### config.mk
export PLATFORM = sky130hd
export DESIGN_NAME = mem_port_arbiter_flat
export DESIGN_NICKNAME = d
export VERILOG_FILES = /design/src/rtl/mem_port_arbiter_if.sv /design/src/rtl/mem_port_arbiter.sv /design/src/flat_wrapper.sv
export SDC_FILE = /design/constraint.sdc
export NUM_CORES = 1
export LEC_CHECK = 0
export ABC_AREA = 1
export BUFFER_PORTS_ARGS = -buffer_cell sky130_fd_sc_hd__buf_2
export CAP_MARGIN = 5
export CORE_MARGIN = 2
export CORE_UTILIZATION = 50
export CTS_BUF_LIST = sky130_fd_sc_hd__clkbuf_8
export CTS_CLUSTER_SIZE = 10
export DETAILED_ROUTE_END_ITERATION = 6
export PLACE_DENSITY = 0.81
export SLEW_MARGIN = 20
export SYNTH_ARGS = -nofsm -noshare
export SYNTH_HDL_FRONTEND = slang
export SYNTH_SLANG_ARGS = --single-unit
### constraint.sdc
create_clock -name clk -period 4.7 [get_ports clk]
set_clock_uncertainty 0.05 [all_clocks]
set_input_delay 0.94 -clock clk [delete_from_list [all_inputs] [get_ports clk]]
set_output_delay 0.94 -clock clk [all_outputs]
set_load 0.1 [all_outputs]
### src/rtl/mem_port_arbiter_if.sv
// Bundle of the fetch, load/store and memory-side signals of mem_port_arbiter.
// The slave modport is the arbiter's view; master is the pipeline/memory side.
interface mem_port_arbiter_if #(
    parameter int AW = 8,
    parameter int DW = 32
);
    logic          if_req;
    logic [AW-1:0] if_addr;
    logic          if_ack;
    logic [DW-1:0] if_rdata;

    logic          dm_req;
    logic          dm_we;
    logic [2:0]    dm_funct3;
    logic [AW-1:0] dm_addr;
    logic [DW-1:0] dm_wdata;
    logic          dm_ack;
    logic [DW-1:0] dm_rdata;

    logic          err;
    logic          stall_if;
    logic          stall_dm;

    logic          mem_cs;
    logic          mem_we;
    logic [2:0]    mem_funct3;
    logic [AW-1:0] mem_addr;
    logic [DW-1:0] mem_wdata;
    logic          mem_rvalid;
    logic [DW-1:0] mem_rdata;

    modport slave (
        input  if_req, if_addr, dm_req, dm_we, dm_funct3, dm_addr, dm_wdata,
               mem_rvalid, mem_rdata,
        output if_ack, if_rdata, dm_ack, dm_rdata, err, stall_if, stall_dm,
               mem_cs, mem_we, mem_funct3, mem_addr, mem_wdata
    );

    modport master (
        output if_req, if_addr, dm_req, dm_we, dm_funct3, dm_addr, dm_wdata,
               mem_rvalid, mem_rdata,
        input  if_ack, if_rdata, dm_ack, dm_rdata, err, stall_if, stall_dm,
               mem_cs, mem_we, mem_funct3, mem_addr, mem_wdata
    );
endinterface

### src/rtl/mem_port_arbiter.sv
// Serialises IF fetches and ME loads/stores onto one memory port with a WAIT timeout.
// Optional macro ARB_RR_EN: round-robin on contention instead of fixed DM priority.
module mem_port_arbiter #(
    parameter int AW     = 8,
    parameter int DW     = 32,
    parameter int TO_CYC = 15
) (
    input  logic              clk,
    input  logic              rst,
    mem_port_arbiter_if.slave bus
);
    localparam logic [1:0] S_IDLE  = 2'd0;
    localparam logic [1:0] S_ISSUE = 2'd1;
    localparam logic [1:0] S_WAIT  = 2'd2;
    localparam logic [1:0] S_DONE  = 2'd3;
    localparam logic [7:0] TO_LIM  = 8'(TO_CYC);
    localparam logic       OWN_IF  = 1'b0;
    localparam logic       OWN_DM  = 1'b1;

    logic [1:0]    state_reg;
    logic [7:0]    cnt_reg;
    logic          owner_reg;
    logic          cs_reg;
    logic          we_reg;
    logic [2:0]    funct3_reg;
    logic [AW-1:0] addr_reg;
    logic [DW-1:0] wdata_reg;
    logic          if_ack_reg;
    logic          dm_ack_reg;
    logic          err_reg;
    logic [DW-1:0] if_rdata_reg;
    logic [DW-1:0] dm_rdata_reg;

    logic          grant_dm;
    logic          finish;
    logic [DW-1:0] cap_data;

`ifdef ARB_RR_EN
    logic last_owner_reg;

    always_ff @(posedge clk or posedge rst) begin
        if (rst)
            last_owner_reg <= OWN_IF;
        else if (state_reg == S_DONE)
            last_owner_reg <= owner_reg;
    end

    // On contention the requester that did not own the previous transaction wins.
    assign grant_dm = bus.dm_req & (~bus.if_req | (last_owner_reg == OWN_IF));
`else
    assign grant_dm = bus.dm_req;
`endif

    // A response on the last allowed WAIT cycle still beats the timeout.
    assign finish   = (state_reg == S_WAIT) & (bus.mem_rvalid | (cnt_reg == TO_LIM));
    assign cap_data = bus.mem_rvalid ? bus.mem_rdata : '0;

    always_ff @(posedge clk or posedge rst) begin
        if (rst) begin
            state_reg    <= S_IDLE;
            cnt_reg      <= '0;
            owner_reg    <= OWN_IF;
            cs_reg       <= 1'b0;
            we_reg       <= 1'b0;
            funct3_reg   <= '0;
            addr_reg     <= '0;
            wdata_reg    <= '0;
            if_ack_reg   <= 1'b0;
            dm_ack_reg   <= 1'b0;
            err_reg      <= 1'b0;
            if_rdata_reg <= '0;
            dm_rdata_reg <= '0;
        end else begin
            case (state_reg)
                S_IDLE: begin
                    if (bus.if_req | bus.dm_req) begin
                        cs_reg    <= 1'b1;
                        state_reg <= S_ISSUE;
                        if (grant_dm) begin
                            owner_reg  <= OWN_DM;
                            we_reg     <= bus.dm_we;
                            funct3_reg <= bus.dm_funct3;
                            addr_reg   <= bus.dm_addr;
                            wdata_reg  <= bus.dm_wdata;
                        end else begin
                            owner_reg  <= OWN_IF;
                            we_reg     <= 1'b0;
                            funct3_reg <= 3'b010;
                            addr_reg   <= bus.if_addr;
                            wdata_reg  <= '0;
                        end
                    end
                end
                S_ISSUE: begin
                    cs_reg    <= 1'b0;
                    cnt_reg   <= '0;
                    state_reg <= S_WAIT;
                end
                S_WAIT: begin
                    if (finish) begin
                        state_reg  <= S_DONE;
                        err_reg    <= ~bus.mem_rvalid;
                        if_ack_reg <= (owner_reg == OWN_IF);
                        dm_ack_reg <= (owner_reg == OWN_DM);
                        if (owner_reg == OWN_DM)
                            dm_rdata_reg <= cap_data;
                        else
                            if_rdata_reg <= cap_data;
                    end else begin
                        cnt_reg <= cnt_reg + 8'd1;
                    end
                end
                default: begin
                    if_ack_reg <= 1'b0;
                    dm_ack_reg <= 1'b0;
                    err_reg    <= 1'b0;
                    state_reg  <= S_IDLE;
                end
            endcase
        end
    end

    assign bus.mem_cs     = cs_reg;
    assign bus.mem_we     = we_reg;
    assign bus.mem_funct3 = funct3_reg;
    assign bus.mem_addr   = addr_reg;
    assign bus.mem_wdata  = wdata_reg;
    assign bus.if_ack     = if_ack_reg;
    assign bus.dm_ack     = dm_ack_reg;
    assign bus.err        = err_reg;
    assign bus.if_rdata   = if_rdata_reg;
    assign bus.dm_rdata   = dm_rdata_reg;
    assign bus.stall_if   = bus.if_req & ~if_ack_reg;
    assign bus.stall_dm   = bus.dm_req & ~dm_ack_reg;
endmodule

### src/flat_wrapper.sv
// flat-port wrapper written by rule: the top's interface ports become plain ports
module mem_port_arbiter_flat 
#(
    parameter int AW     = 8,
    parameter int DW     = 32,
    parameter int TO_CYC = 15
)
  (clk, rst, bus_if_req, bus_if_addr, bus_dm_req, bus_dm_we, bus_dm_funct3, bus_dm_addr, bus_dm_wdata, bus_mem_rvalid, bus_mem_rdata, bus_if_ack, bus_if_rdata, bus_dm_ack, bus_dm_rdata, bus_err, bus_stall_if, bus_stall_dm, bus_mem_cs, bus_mem_we, bus_mem_funct3, bus_mem_addr, bus_mem_wdata);
  mem_port_arbiter_if #(.AW(AW), .DW(DW)) bus_i ();
  input  logic clk;
  input  logic rst;
  input wire logic [$bits(bus_i.if_req)-1:0] bus_if_req;
  input wire logic [$bits(bus_i.if_addr)-1:0] bus_if_addr;
  input wire logic [$bits(bus_i.dm_req)-1:0] bus_dm_req;
  input wire logic [$bits(bus_i.dm_we)-1:0] bus_dm_we;
  input wire logic [$bits(bus_i.dm_funct3)-1:0] bus_dm_funct3;
  input wire logic [$bits(bus_i.dm_addr)-1:0] bus_dm_addr;
  input wire logic [$bits(bus_i.dm_wdata)-1:0] bus_dm_wdata;
  input wire logic [$bits(bus_i.mem_rvalid)-1:0] bus_mem_rvalid;
  input wire logic [$bits(bus_i.mem_rdata)-1:0] bus_mem_rdata;
  output wire logic [$bits(bus_i.if_ack)-1:0] bus_if_ack;
  output wire logic [$bits(bus_i.if_rdata)-1:0] bus_if_rdata;
  output wire logic [$bits(bus_i.dm_ack)-1:0] bus_dm_ack;
  output wire logic [$bits(bus_i.dm_rdata)-1:0] bus_dm_rdata;
  output wire logic [$bits(bus_i.err)-1:0] bus_err;
  output wire logic [$bits(bus_i.stall_if)-1:0] bus_stall_if;
  output wire logic [$bits(bus_i.stall_dm)-1:0] bus_stall_dm;
  output wire logic [$bits(bus_i.mem_cs)-1:0] bus_mem_cs;
  output wire logic [$bits(bus_i.mem_we)-1:0] bus_mem_we;
  output wire logic [$bits(bus_i.mem_funct3)-1:0] bus_mem_funct3;
  output wire logic [$bits(bus_i.mem_addr)-1:0] bus_mem_addr;
  output wire logic [$bits(bus_i.mem_wdata)-1:0] bus_mem_wdata;
  assign bus_i.if_req = bus_if_req;
  assign bus_i.if_addr = bus_if_addr;
  assign bus_i.dm_req = bus_dm_req;
  assign bus_i.dm_we = bus_dm_we;
  assign bus_i.dm_funct3 = bus_dm_funct3;
  assign bus_i.dm_addr = bus_dm_addr;
  assign bus_i.dm_wdata = bus_dm_wdata;
  assign bus_i.mem_rvalid = bus_mem_rvalid;
  assign bus_i.mem_rdata = bus_mem_rdata;
  assign bus_if_ack = bus_i.if_ack;
  assign bus_if_rdata = bus_i.if_rdata;
  assign bus_dm_ack = bus_i.dm_ack;
  assign bus_dm_rdata = bus_i.dm_rdata;
  assign bus_err = bus_i.err;
  assign bus_stall_if = bus_i.stall_if;
  assign bus_stall_dm = bus_i.stall_dm;
  assign bus_mem_cs = bus_i.mem_cs;
  assign bus_mem_we = bus_i.mem_we;
  assign bus_mem_funct3 = bus_i.mem_funct3;
  assign bus_mem_addr = bus_i.mem_addr;
  assign bus_mem_wdata = bus_i.mem_wdata;
  mem_port_arbiter #(.AW(AW), .DW(DW), .TO_CYC(TO_CYC)) u_core (.clk(clk), .rst(rst), .bus(bus_i));
endmodule
==> Yosys cells after proc, flatten, opt, wreduce, memory -nomap -nowiden <==
Cells that the tools add are included.
{ "classes": {"addsub": 1, "multipliers": 0, "div": 0, "magnitude_cmp": 0, "eq_ne": 6, "shift": 0, "mux": 19, "n_bitwise": 10, "reduce_logical": 11} }
{ "op_table": {"columns": ["cell", "n"], "rows": [
  ["$mux 32", 2],
  ["$mux 8", 2],
  ["$pmux 8 s2", 1],
  ["$reduce_and 2->1", 5],
  ["$add 8x1->8 const B", 1],
  ["$eq 8x4->1 const B", 1],
  ["$pmux 1 s2", 4],
  ["$mux 1", 6],
  ["$pmux 2 s3", 1],
  ["$reduce_and 3->1", 2],
  ["$not 1->1", 5],
  ["$mux 2", 2],
  ["$ne 2x1->1 const B", 2],
  ["$reduce_bool 2->1", 2],
  ["$and 1x1->1", 3],
  ["$mux 3", 1],
  ["$eq 2x1->1 const B", 1],
  ["$eq 2x2->1 const B", 1],
  ["$logic_not 2->1", 1],
  ["$ne 2x2->1 const B", 1],
  ["$or 1x1->1", 2],
  ["$reduce_or 2->1", 1]
]} }
{ "totals": {"register_bits": 123, "latch_bits": 0, "ramBits": 0, "mem_bits_ro": 0, "input_bits": 89, "output_inout_bits": 114, "elab_cells": 60, "n_memories": 0} }

==> Logic depth before layout (Yosys ltp) <==
Gate-level depths: netlist of run 1.
{ "depth": {"depth_word": 5, "mapped_depth": 8, "mapped_depth_nobuf": 8} }

==> Least setup slack after synthesis of run 1 <==
OpenSTA, ideal clock, no wires.
{ "synth_path": {"path_kind": "in2out", "from": "input port bus_dm_req", "to": "output port bus_stall_dm", "t_arrival_ps": 2583, "required_ps": 3710, "path_slack_ps": 1127, "cell_stages": 3, "n_path_buf": 1, "cell_sequence": "buf_2 > clkinv_1 > nor2_1"} }
{ "synth_via": {"elab_chain_len": 1} }
{ "synth_lines": {"columns": ["item", "line", "text"], "rows": [
  ["from (decl)", "flat_wrapper.sv:14", "input wire logic [$bits(bus_i.dm_req)-1:0] bus_dm_req;"],
  ["$and 1x1->1", "mem_port_arbiter.sv:134", "assign bus.stall_dm = bus.dm_req & ~dm_ack_reg;"],
  ["to (decl)", "flat_wrapper.sv:27", "output wire logic [$bits(bus_i.stall_dm)-1:0] bus_stall_dm;"]
]} }
No other way between the ends.

==> Final worst setup path of run 1 <==
Same ends and word-level chain as after synthesis.

==> results.sh, run 1 <==
export IMPL_status="complete, no violations"
export IMPL_finalSetupViolations=0
export IMPL_grt_remaining_overflow=0
export IMPL_ant_nets=0
export IMPL_synth_compound_area_share_pct=9.55
export IMPL_cpMaxStageDelayCell="buf_2"
export IMPL_antenna_found_initial=0
export IMPL_synth_ff_type="dfrtp_1"
export IMPL_vias=4606
export IMPL_critPathRequiredTime_ns=3.71
export IMPL_final_setup_tns_ns=0
export IMPL_synthXorXnorAreaFrac_pct=0.170
export IMPL_regArea_um2=3080
export IMPL_seq_area_frac_synth_pct=59.7
export IMPL_cts_tree="yes"
export IMPL_multiInputGateArea_um2=1830
export IMPL_holdWs_ns=0.419
export IMPL_cts_buffers=17
export IMPL_min_path_cells=2
export IMPL_diodes=0
export IMPL_cts_max_path_buffers=2
export IMPL_worstSetupPathType="input port to output pin"
export IMPL_firstDrtPassIters=5
export IMPL_synth_top_area_share_pct=59.7
export IMPL_nets=811
export IMPL_async_flop_share_pct=100
export IMPL_grt_usage_pct=24.7
export IMPL_clock_sinks=123
export IMPL_fillers=815
export IMPL_path_clk_slew_ns=0.07
export IMPL_rrSetupSlack_ns=1.83
export IMPL_maxSlewHeadroom_pct=33.1
export IMPL_grt_start_max_net_pins=53
export IMPL_core_area_um2=10200
export IMPL_synth_top_cells_by_area="dfrtp_1 60%, nand2_1 12%, a22o_1 5.9%, nand3_1 3.9%, nand4_1 3.9%"
export IMPL_crit_path_end_kind="output pin"
export IMPL_drt_iter0_drc=336
export IMPL_synth_area_um2=5160
export IMPL_synth_cell_types=31
export IMPL_synthAdderAreaFrac_pct=1.21
export IMPL_drv_slew=0
export IMPL_io_pins=203
export IMPL_synth_top_family_by_area="simple AND/OR/NAND/NOR gates"
export IMPL_hpwl_um=9110
export IMPL_synth_seq_cells=123
export IMPL_reg2reg_from="u_core.state_reg[0]"
export IMPL_clk_latency_ns=0.43
export IMPL_syn_area_per_cell_um2=9.88
export IMPL_synth_cells=522
export IMPL_worst_path_max_fanout=12
export IMPL_max_cap_violations=0
export IMPL_area_delta_synth_final_pct=27.9
export IMPL_synth_simple_area_share_pct=24.6
export IMPL_cts_hold_buf=0
export IMPL_synth_warning_count=0
export IMPL_path_common_cell="buf_2"
export IMPL_die_w_um=106
export IMPL_tightest_slew_ns=0.998
export IMPL_die_area_um2=11100
export IMPL_synth_edf_count=0
export IMPL_drive_gt1_share_pct=35.9
export IMPL_synthMuxAreaShare_pct=0
export IMPL_postCtsSetupRepairBufs=0
export IMPL_r2r_end="u_core.bus.if_rdata[18]"
export IMPL_slowest_delay_ns=0.44
export IMPL_arrival_ns=1.99
export IMPL_routed_via_density=5.32
export IMPL_hold_path_class="flop to flop"
export IMPL_place_ws_ns=1.74
export IMPL_hp_start="u_core.bus.if_rdata[6]"
export IMPL_post_route_min_period_ns=2.98
export IMPL_worstPathCellList="buf_2 -> clkinv_1 -> nor2_1 -> buf_2"
export IMPL_place_congestion=0.815
export IMPL_wl_um=13300
export IMPL_wl_per_cell_um=15.4
export IMPL_clockRootBuffer="clkbuf_8"
export IMPL_hold_path_end="u_core.bus.if_rdata[6]"
export IMPL_ctsResizeCount=0
export IMPL_core_rowCount=37
export IMPL_grt_pass1_vias=4508
export IMPL_port_buffers=202
export IMPL_syn_nets=616
export IMPL_fmax_ghz=0.336
export IMPL_drc=0
export IMPL_synth_top_area_cell="dfrtp_1"
export IMPL_htree_levels=4
export IMPL_rr_worst_depth=8
export IMPL_fin_crit_sh_pct=63.4
export IMPL_hold_viol=0
export IMPL_grt_pass1_wl_um=21900
export IMPL_rsz0062_at_grt="no"
export IMPL_critical_path_startpoint_type="input port"
export IMPL_die_h_um=106
export IMPL_timing_final_ws_setup_ns=1.72
export IMPL_initial_core_util_pct=50.7
worst max path at each step:
stage,cells after the start,slack (ns),to,from
final,4,1.72,bus_stall_dm,bus_dm_req
after global routing,8,1.50,u_core.bus.if_rdata[20],u_core.state_reg[0]
after CTS,4,1.73,bus_stall_dm,bus_dm_req
after detailed placement,4,1.74,bus_stall_dm,bus_dm_req
after global placement,4,1.78,bus_stall_dm,bus_dm_req
after floorplan,1,0.44,u_core.bus.dm_ack,rst
cells in the mapped netlist, types with 2 or more instances:
master / number
a31oi_1: 8
clkbuf_1: 14
o21bai_1: 2
clkinv_1: 2
o21ai_2: 3
inv_2: 2
buf_2: 12
dfrtp_1: 123
clkbuf_8: 2
inv_1: 13
nor2_1: 26
nand2_1: 170
nand2_4: 2
nand2_2: 8
nand3_4: 2
buf_6: 4
nand4_1: 32
o21ai_1: 2
ha_1: 5
nand3_1: 40
a22o_1: 35
o21ai_0: 6
logic make-up (layout without fill, tap and decap cells):
logic type / count (synthesis) / after routing
compound gates: 61 / 61
flops: 123 / 123
xor+xnor: 1 / 1
simple gates: 283 / 283
fa+ha+maj: 5 / 5
buf+inv: 49 / 257
metal layers:
layer	GRT usage (%)	vias up	share of wire (%)
met2	38.5	207	47
met5	0	-	0
li1	-	2146	-
met1	33.3	2225	44
met3	5.69	28	6.2
met4	11.1	0	2.9
cell type report:
| class | count | share of cell area, % |
|---|---|---|
| Clock buffer | 18 | 3.75 |
| Clock inverter | 14 | 2.22 |
| Inverter | 17 | 1.01 |
| Multi-Input combinational cell | 350 | 27.8 |
| Sequential cell | 123 | 46.7 |
| Tap cell | 136 | 2.58 |
| Timing Repair Buffer | 208 | 16.0 |
critical path: cells and delay by family:
family / cells / cell delay, ns
and+or+nand+nor: 1 / 0.15
buffers and inverters: 3 / 0.90
stage by stage:
stage                     instances  util [%]  cell area [um2]
after floorplan                 522         -             5160
after global placement          834      60.9             6200
after detailed placement        834      60.9             6200
after CTS                       866      64.8             6600
after global routing            866      64.8             6600
final                           866      64.8             6600
placed cells by master, fill, tap and decap left out, drive strengths merged:
| cell | count |
|---|---|
| a31oi | 8 |
| nand3 | 42 |
| o22a | 1 |
| nand2 | 180 |
| o21bai | 3 |
| o22ai | 1 |
| dfrtp | 123 |
| nand4 | 32 |
| nor3b | 1 |
| a21oi | 1 |
| clkinvlp | 3 |
| ha | 5 |
| a22o | 35 |
| clkinv | 9 |
| bufinv | 2 |
| clkbuf | 18 |
| nor2 | 28 |
| buf | 208 |
| o21ai | 12 |
| xnor2 | 1 |
| inv | 17 |
Power of run 1 is left out: the tool's default activity adds up to more than one toggle a clock period on the data nets, which glitch-free logic cannot reach.
==> inputs of run 2 (changes only) <==
==> constraint.sdc (replaced) <==
create_clock -name clk -period 3.06 [get_ports clk]
set_clock_uncertainty 0.05 [all_clocks]
set_input_delay 0.612 -clock clk [delete_from_list [all_inputs] [get_ports clk]]
set_output_delay 0.612 -clock clk [all_outputs]
set_load 0.1 [all_outputs]
==> run 2 against run 1 <==
Effect of this change:
- worst setup slack got worse by 0.97 ns
- sequential share of layout area fell by 0.053 points
- die area stayed put
- clock-buffer cell count grew 1
- hold slack lost 0.20 ns
- design area rose by 0.11%
- core utilization up 0.074 points
- critical path depth stayed put
- register-to-register slack got worse by 0.79 ns
- critical path type unchanged
- highest routed layer unchanged
==> results.sh, run 2 (same netlist as run 1, synthesis figures left out) <==
export IMPL_cts_max_path_buffers=2
export IMPL_crit_path_end_kind="output pin"
export IMPL_fin_crit_sh_pct=75.5
export IMPL_grt_remaining_overflow=0
export IMPL_critical_path_startpoint_type="input port"
export IMPL_grt_pass1_wl_um=21600
export IMPL_place_ws_ns=0.758
export IMPL_nets=814
export IMPL_worstPathCellList="buf_2 -> clkinv_1 -> nor2_1 -> buf_2"
export IMPL_postCtsSetupRepairBufs=0
export IMPL_grt_start_max_net_pins=65
export IMPL_antenna_found_initial=0
export IMPL_core_area_um2=10200
export IMPL_post_route_min_period_ns=2.31
export IMPL_worst_path_max_fanout=12
export IMPL_multiInputGateArea_um2=1830
export IMPL_path_common_cell="buf_2"
export IMPL_timing_final_ws_setup_ns=0.750
export IMPL_firstDrtPassIters=5
export IMPL_diodes=0
export IMPL_die_w_um=106
export IMPL_finalSetupViolations=0
export IMPL_cts_tree="yes"
export IMPL_maxSlewHeadroom_pct=56.4
export IMPL_initial_core_util_pct=50.7
export IMPL_place_congestion=0.829
export IMPL_arrival_ns=1.65
export IMPL_grt_usage_pct=24.6
export IMPL_critPathRequiredTime_ns=2.40
export IMPL_clock_sinks=123
export IMPL_wl_um=13400
export IMPL_area_delta_synth_final_pct=28.0
export IMPL_ctsResizeCount=0
export IMPL_grt_pass1_vias=4378
export IMPL_path_clk_slew_ns=0.07
export IMPL_max_cap_violations=0
export IMPL_slowest_delay_ns=0.43
export IMPL_cpMaxStageDelayCell="buf_2"
export IMPL_clk_latency_ns=0.42
export IMPL_fillers=820
export IMPL_cp_buffers_inverters=3
export IMPL_worstSetupPathType="input port to output pin"
export IMPL_wl_per_cell_um=15.4
export IMPL_hold_path_class="input port to asynchronous set/reset pin"
export IMPL_core_rowCount=37
export IMPL_routed_via_density=5.31
export IMPL_ant_nets=0
export IMPL_final_common_cell="buf_2"
export IMPL_die_area_um2=11100
export IMPL_clockRootBuffer="clkbuf_8"
export IMPL_fmax_ghz=0.433
export IMPL_final_cell_mix="202 x buf_2, 170 x nand2_1, 123 x dfrtp_1, 40 x nand3_1, 35 x a22o_1"
export IMPL_vias=4595
export IMPL_die_h_um=106
export IMPL_htree_levels=4
export IMPL_crit_family="buffers and inverters"
export IMPL_final_setup_tns_ns=0
export IMPL_rsz0062_at_grt="no"
export IMPL_io_pins=203
export IMPL_tightest_slew_ns=0.653
export IMPL_drt_iter0_drc=352
export IMPL_regArea_um2=3080
export IMPL_cts_hold_buf=0
export IMPL_cts_buffers=17
export IMPL_drive_gt1_share_pct=35.6
export IMPL_hold_viol=0
export IMPL_status="complete, no violations"
export IMPL_drv_slew=0
export IMPL_hpwl_um=9310
export IMPL_drc=0
export IMPL_port_buffers=202
## run 2: cell count changes in the layout (fill, tap and decap cells not counted)
cell        before  now
clkinvlp_4       3    2
buf_12           0    1
clkbuf_8        18   19
inv_4            1    0
inv_1           12   14
clkinv_4         3    1
buf_4            6    8
inv_6            2    0
## run 2: path summary, 6_finish.rpt
| kind | from | endpoint | slack [ns] | depth (start not counted) |
|---|---|---|---|---|
| worst max register to register | u_core.state_reg[0] | u_core.bus.dm_rdata[31] | 1.04 | 6 |
| worst max-delay path | bus_dm_req | bus_stall_dm | 0.75 | 4 |
| worst min register to register | u_core.bus.if_rdata[28] | u_core.bus.if_rdata[28] | 0.41 | 2 |
| max in group asynchronous | rst | u_core.bus.dm_rdata[8] | 2.01 | 3 |
| min in group clk | bus_dm_wdata[28] | u_core.bus.mem_wdata[28] | 0.36 | 2 |
| worst min-delay path | rst | u_core.bus.dm_rdata[15] | 0.22 | 2 |
## run 2: per-stage QoR
step                      utilization, %  hold WS (ns)  std cells  area (um2)
after floorplan                        -         0.448        522        5160
after global placement              61.3         0.399        837        6240
after detailed placement            61.3         0.403        837        6240
after CTS                           64.9         0.219        866        6610
after global routing                64.9         0.234        866        6610
final                               64.9         0.221        866        6610
## run 2: area by class of cell
cell class | instances | share of cell area (%)
clock inverters | 10 | 1.57
clock buffers | 19 | 3.96
inverters | 17 | 1.02
multi-input cells | 350 | 27.8
flip-flops and latches | 123 | 46.6
well taps | 136 | 2.58
repair buffers | 211 | 16.5
## run 2: layer usage
metal | vias to the layer above | track usage, % | wire length (um)
li1 | 2152 | - | -
met1 | 2210 | 32.1 | 5720
met2 | 206 | 39.6 | 6520
met3 | 27 | 6.80 | 832
met4 | 0 | 8.74 | 287
met5 | - | 0 | 0
Power of run 2 is left out for the same reason.
==> inputs of run 3 (changes only) <==
--- a/config.mk
+++ b/config.mk
@@ -5,15 +5,15 @@
 export SDC_FILE = /design/constraint.sdc
 export NUM_CORES = 1
 export LEC_CHECK = 0
-export ABC_AREA = 1
+export ABC_AREA = 0
 export BUFFER_PORTS_ARGS = -buffer_cell sky130_fd_sc_hd__buf_2
 export CAP_MARGIN = 5
 export CORE_MARGIN = 2
-export CORE_UTILIZATION = 50
+export CORE_UTILIZATION = 45
 export CTS_BUF_LIST = sky130_fd_sc_hd__clkbuf_8
 export CTS_CLUSTER_SIZE = 10
 export DETAILED_ROUTE_END_ITERATION = 6
-export PLACE_DENSITY = 0.81
+export PLACE_DENSITY = 0.78
 export SLEW_MARGIN = 20
 export SYNTH_ARGS = -nofsm -noshare
 export SYNTH_HDL_FRONTEND = slang
==> constraint.sdc (replaced) <==
create_clock -name clk -period 2.07 [get_ports clk]
set_clock_uncertainty 0.05 [all_clocks]
set_input_delay 0.414 -clock clk [delete_from_list [all_inputs] [get_ports clk]]
set_output_delay 0.414 -clock clk [all_outputs]
set_load 0.1 [all_outputs]
==> run 3 against run 2 <==
Effect of this change:
- register-to-register slack got worse by 0.89 ns
- design area is 2.2% lower
- largest cell class unchanged
- worst setup slack worse by 0.60 ns
- wire length down 8.5%
- sequential cell count did not move
- non-clock buffer count unchanged
- first-iteration DRC count is 2.6% lower
==> results.sh, run 3 <==
export IMPL_maxSlewHeadroom_pct=41.2
export IMPL_area_delta_synth_final_pct=31.7
export IMPL_rr_worst_depth=4
export IMPL_initial_core_util_pct=45.6
export IMPL_rsz0062_at_grt="no"
export IMPL_synth_top_cells_by_area="dfrtp_1 63%, a22o_1 11%, nand2_1 6.7%, nand3_1 4.2%, mux2i_1 2.0%"
export IMPL_vias=4073
export IMPL_tightest_slew_ns=0.879
export IMPL_synth_warning_count=0
export IMPL_cts_max_path_buffers=2
export IMPL_path_clk_slew_ns=0.08
export IMPL_fillers=904
export IMPL_critPathRequiredTime_ns=2.32
export IMPL_design_area_um2=6460
export IMPL_worst_path_max_fanout=32
export IMPL_fmax_ghz=0.520
export IMPL_status="complete, no violations"
export IMPL_wl_per_cell_um=15.8
export IMPL_drive_gt1_share_pct=40.1
export IMPL_grt_start_max_net_pins=124
export IMPL_ant_nets=0
export IMPL_grt_usage_pct=21.3
export IMPL_yosysMostFrequentCell="dfrtp_1"
export IMPL_cts_hold_buf=0
export IMPL_grt_pass1_wl_um=19700
export IMPL_die_w_um=108
export IMPL_htree_levels=4
export IMPL_synth_ff_type="dfrtp_1"
export IMPL_place_area_um2=6060
export IMPL_fin_crit_sh_pct=92.9
export IMPL_synth_cell_types=31
export IMPL_cts_buffers=17
export IMPL_r2r_end="u_core.bus.if_rdata[6]"
export IMPL_hold_viol=0
export IMPL_arrival_ns=2.17
export IMPL_synthTopCellsByCount="123 x dfrtp_1, 88 x nand2_1, 64 x a22o_1, 41 x nand3_1, 18 x clkbuf_1"
export IMPL_final_cell_mix="201 x buf_2, 123 x dfrtp_1, 88 x nand2_1, 64 x a22o_1, 41 x nand3_1"
export IMPL_cts_tree="yes"
export IMPL_core_area_um2=10700
export IMPL_regArea_um2=3080
export IMPL_clk_latency_ns=0.40
export IMPL_max_cap_violations=0
export IMPL_grt_pass1_vias=3963
export IMPL_rrSetupSlack_ns=0.15
export IMPL_die_h_um=108
export IMPL_routed_via_density=5.26
export IMPL_worstSetupPathType="flop to flop"
export IMPL_critical_path_startpoint_type="flop"
export IMPL_crit_path_start="u_core.cnt_reg[4]"
export IMPL_clockRootBuffer="clkbuf_8"
export IMPL_post_route_min_period_ns=1.92
export IMPL_final_common_cell="buf_2"
export IMPL_seq_area_frac_synth_pct=62.8
export IMPL_crit_path_end_kind="flop"
export IMPL_syn_area_per_cell_um2=11.6
export IMPL_drc=0
export IMPL_nets=715
export IMPL_clock_sinks=123
export IMPL_finalSetupViolations=0
export IMPL_synth_seq_cells=123
export IMPL_place_congestion=0.750
export IMPL_die_area_um2=11700
export IMPL_io_pins=203
export IMPL_synth_area_um2=4900
export IMPL_synth_top_area_cell="dfrtp_1"
export IMPL_firstDrtPassIters=4
export IMPL_synth_cells=421
export IMPL_reg2reg_from="u_core.cnt_reg[4]"
export IMPL_ctsResizeCount=0
export IMPL_multiInputGateArea_um2=1660
export IMPL_async_flop_share_pct=100
export IMPL_drt_iter0_drc=343
export IMPL_crit_end="u_core.bus.if_rdata[6]"
export IMPL_synth_top_area_share_pct=62.8
export IMPL_synth_edf_count=0
export IMPL_postCtsSetupRepairBufs=0
export IMPL_hold_path_class="input port to asynchronous set/reset pin"
export IMPL_syn_nets=515
export IMPL_antenna_found_initial=0
export IMPL_drv_slew=0
export IMPL_hpwl_um=8360
export IMPL_core_rowCount=38
export IMPL_final_setup_tns_ns=0
export IMPL_wl_um=12200
export IMPL_port_buffers=202
export IMPL_diodes=0
export IMPL_grt_remaining_overflow=0
==> run 3: changes by cell type after synthesis, sizes merged, moves of 6 or more <==
| cell | previous run | this run |
|---|---|---|
| mux2i | 0 | 10 |
| a22o | 35 | 65 |
| nor2 | 28 | 4 |
| a31oi | 8 | 0 |
| nand4 | 32 | 0 |
| inv | 15 | 5 |
| nor2b | 0 | 6 |
| nand2 | 180 | 91 |
==> run 3: area by class of cell <==
cell class                      instances  area share, %
Sequential cell                       123           47.6
Multi-Input combinational cell        263           25.7
Timing Repair Buffer                  211           17.3
Clock buffer                           18           3.83
Tap cell                              140           2.71
Clock inverter                         14           2.40
Inverter                                5          0.349
==> run 3: critical path, cell delays in order, from the launching register on <==
cell and delay, ns:
dfrtp_1 0.42, or4_4 0.59, o21bai_4 0.21, nand2_4 0.25, a22o_1 0.28
==> run 3: logic make-up (layout without fill, tap and decap cells) <==
kind of cell / after synthesis / in the layout / share of synthesized area [%]
adders and majority gates: 5 / 5 / 1.28
muxes: 12 / 12 / 2.58
buffers and inverters: 35 / 248 / 3.85
DFF: 123 / 123 / 62.8
and+or+nand+nor: 152 / 152 / 14.0
AOI/OAI and AO/OA: 94 / 94 / 15.5
==> run 3: how the worst min path moves through the flow <==
stage / slack [ns] / endpoint / cells past startpoint / from
2_1_floorplan: 0.43 / u_core.owner_reg / 2 / u_core.owner_reg
3_5_place_dp: 0.40 / u_core.bus.mem_wdata[24] / 2 / u_core.bus.mem_wdata[24]
6_report: 0.14 / u_core.bus.mem_we / 3 / rst
4_1_cts: 0.15 / u_core.bus.mem_wdata[0] / 3 / bus_dm_wdata[0]
3_3_place_gp: 0.40 / u_core.bus.mem_wdata[28] / 2 / u_core.bus.mem_wdata[28]
5_1_grt: 0.16 / u_core.bus.mem_wdata[25] / 3 / bus_dm_wdata[25]
==> run 3: stage by stage <==
stage	utilization, %	std cells	hold slack, ns	worst slack [ns]
final	60.1	774	0.136	0.146
after global routing	60.1	774	0.160	0.0943
after CTS	60.1	774	0.153	0.152
after detailed placement	56.4	742	0.400	0.156
after global placement	56.4	742	0.396	0.205
after floorplan	-	421	0.426	0.0330
==> run 3: per-layer routing <==
layer,share of wire [%],wire [um],up-vias,GRT usage (%)
li1,-,-,1887,-
met1,44,5350,1970,28.3
met2,46,5650,208,33.3
met3,9.4,1150,8,7.17
met4,0.67,82,0,6.32
met5,0,0,-,0
Power of run 3 is left out for the same reason.
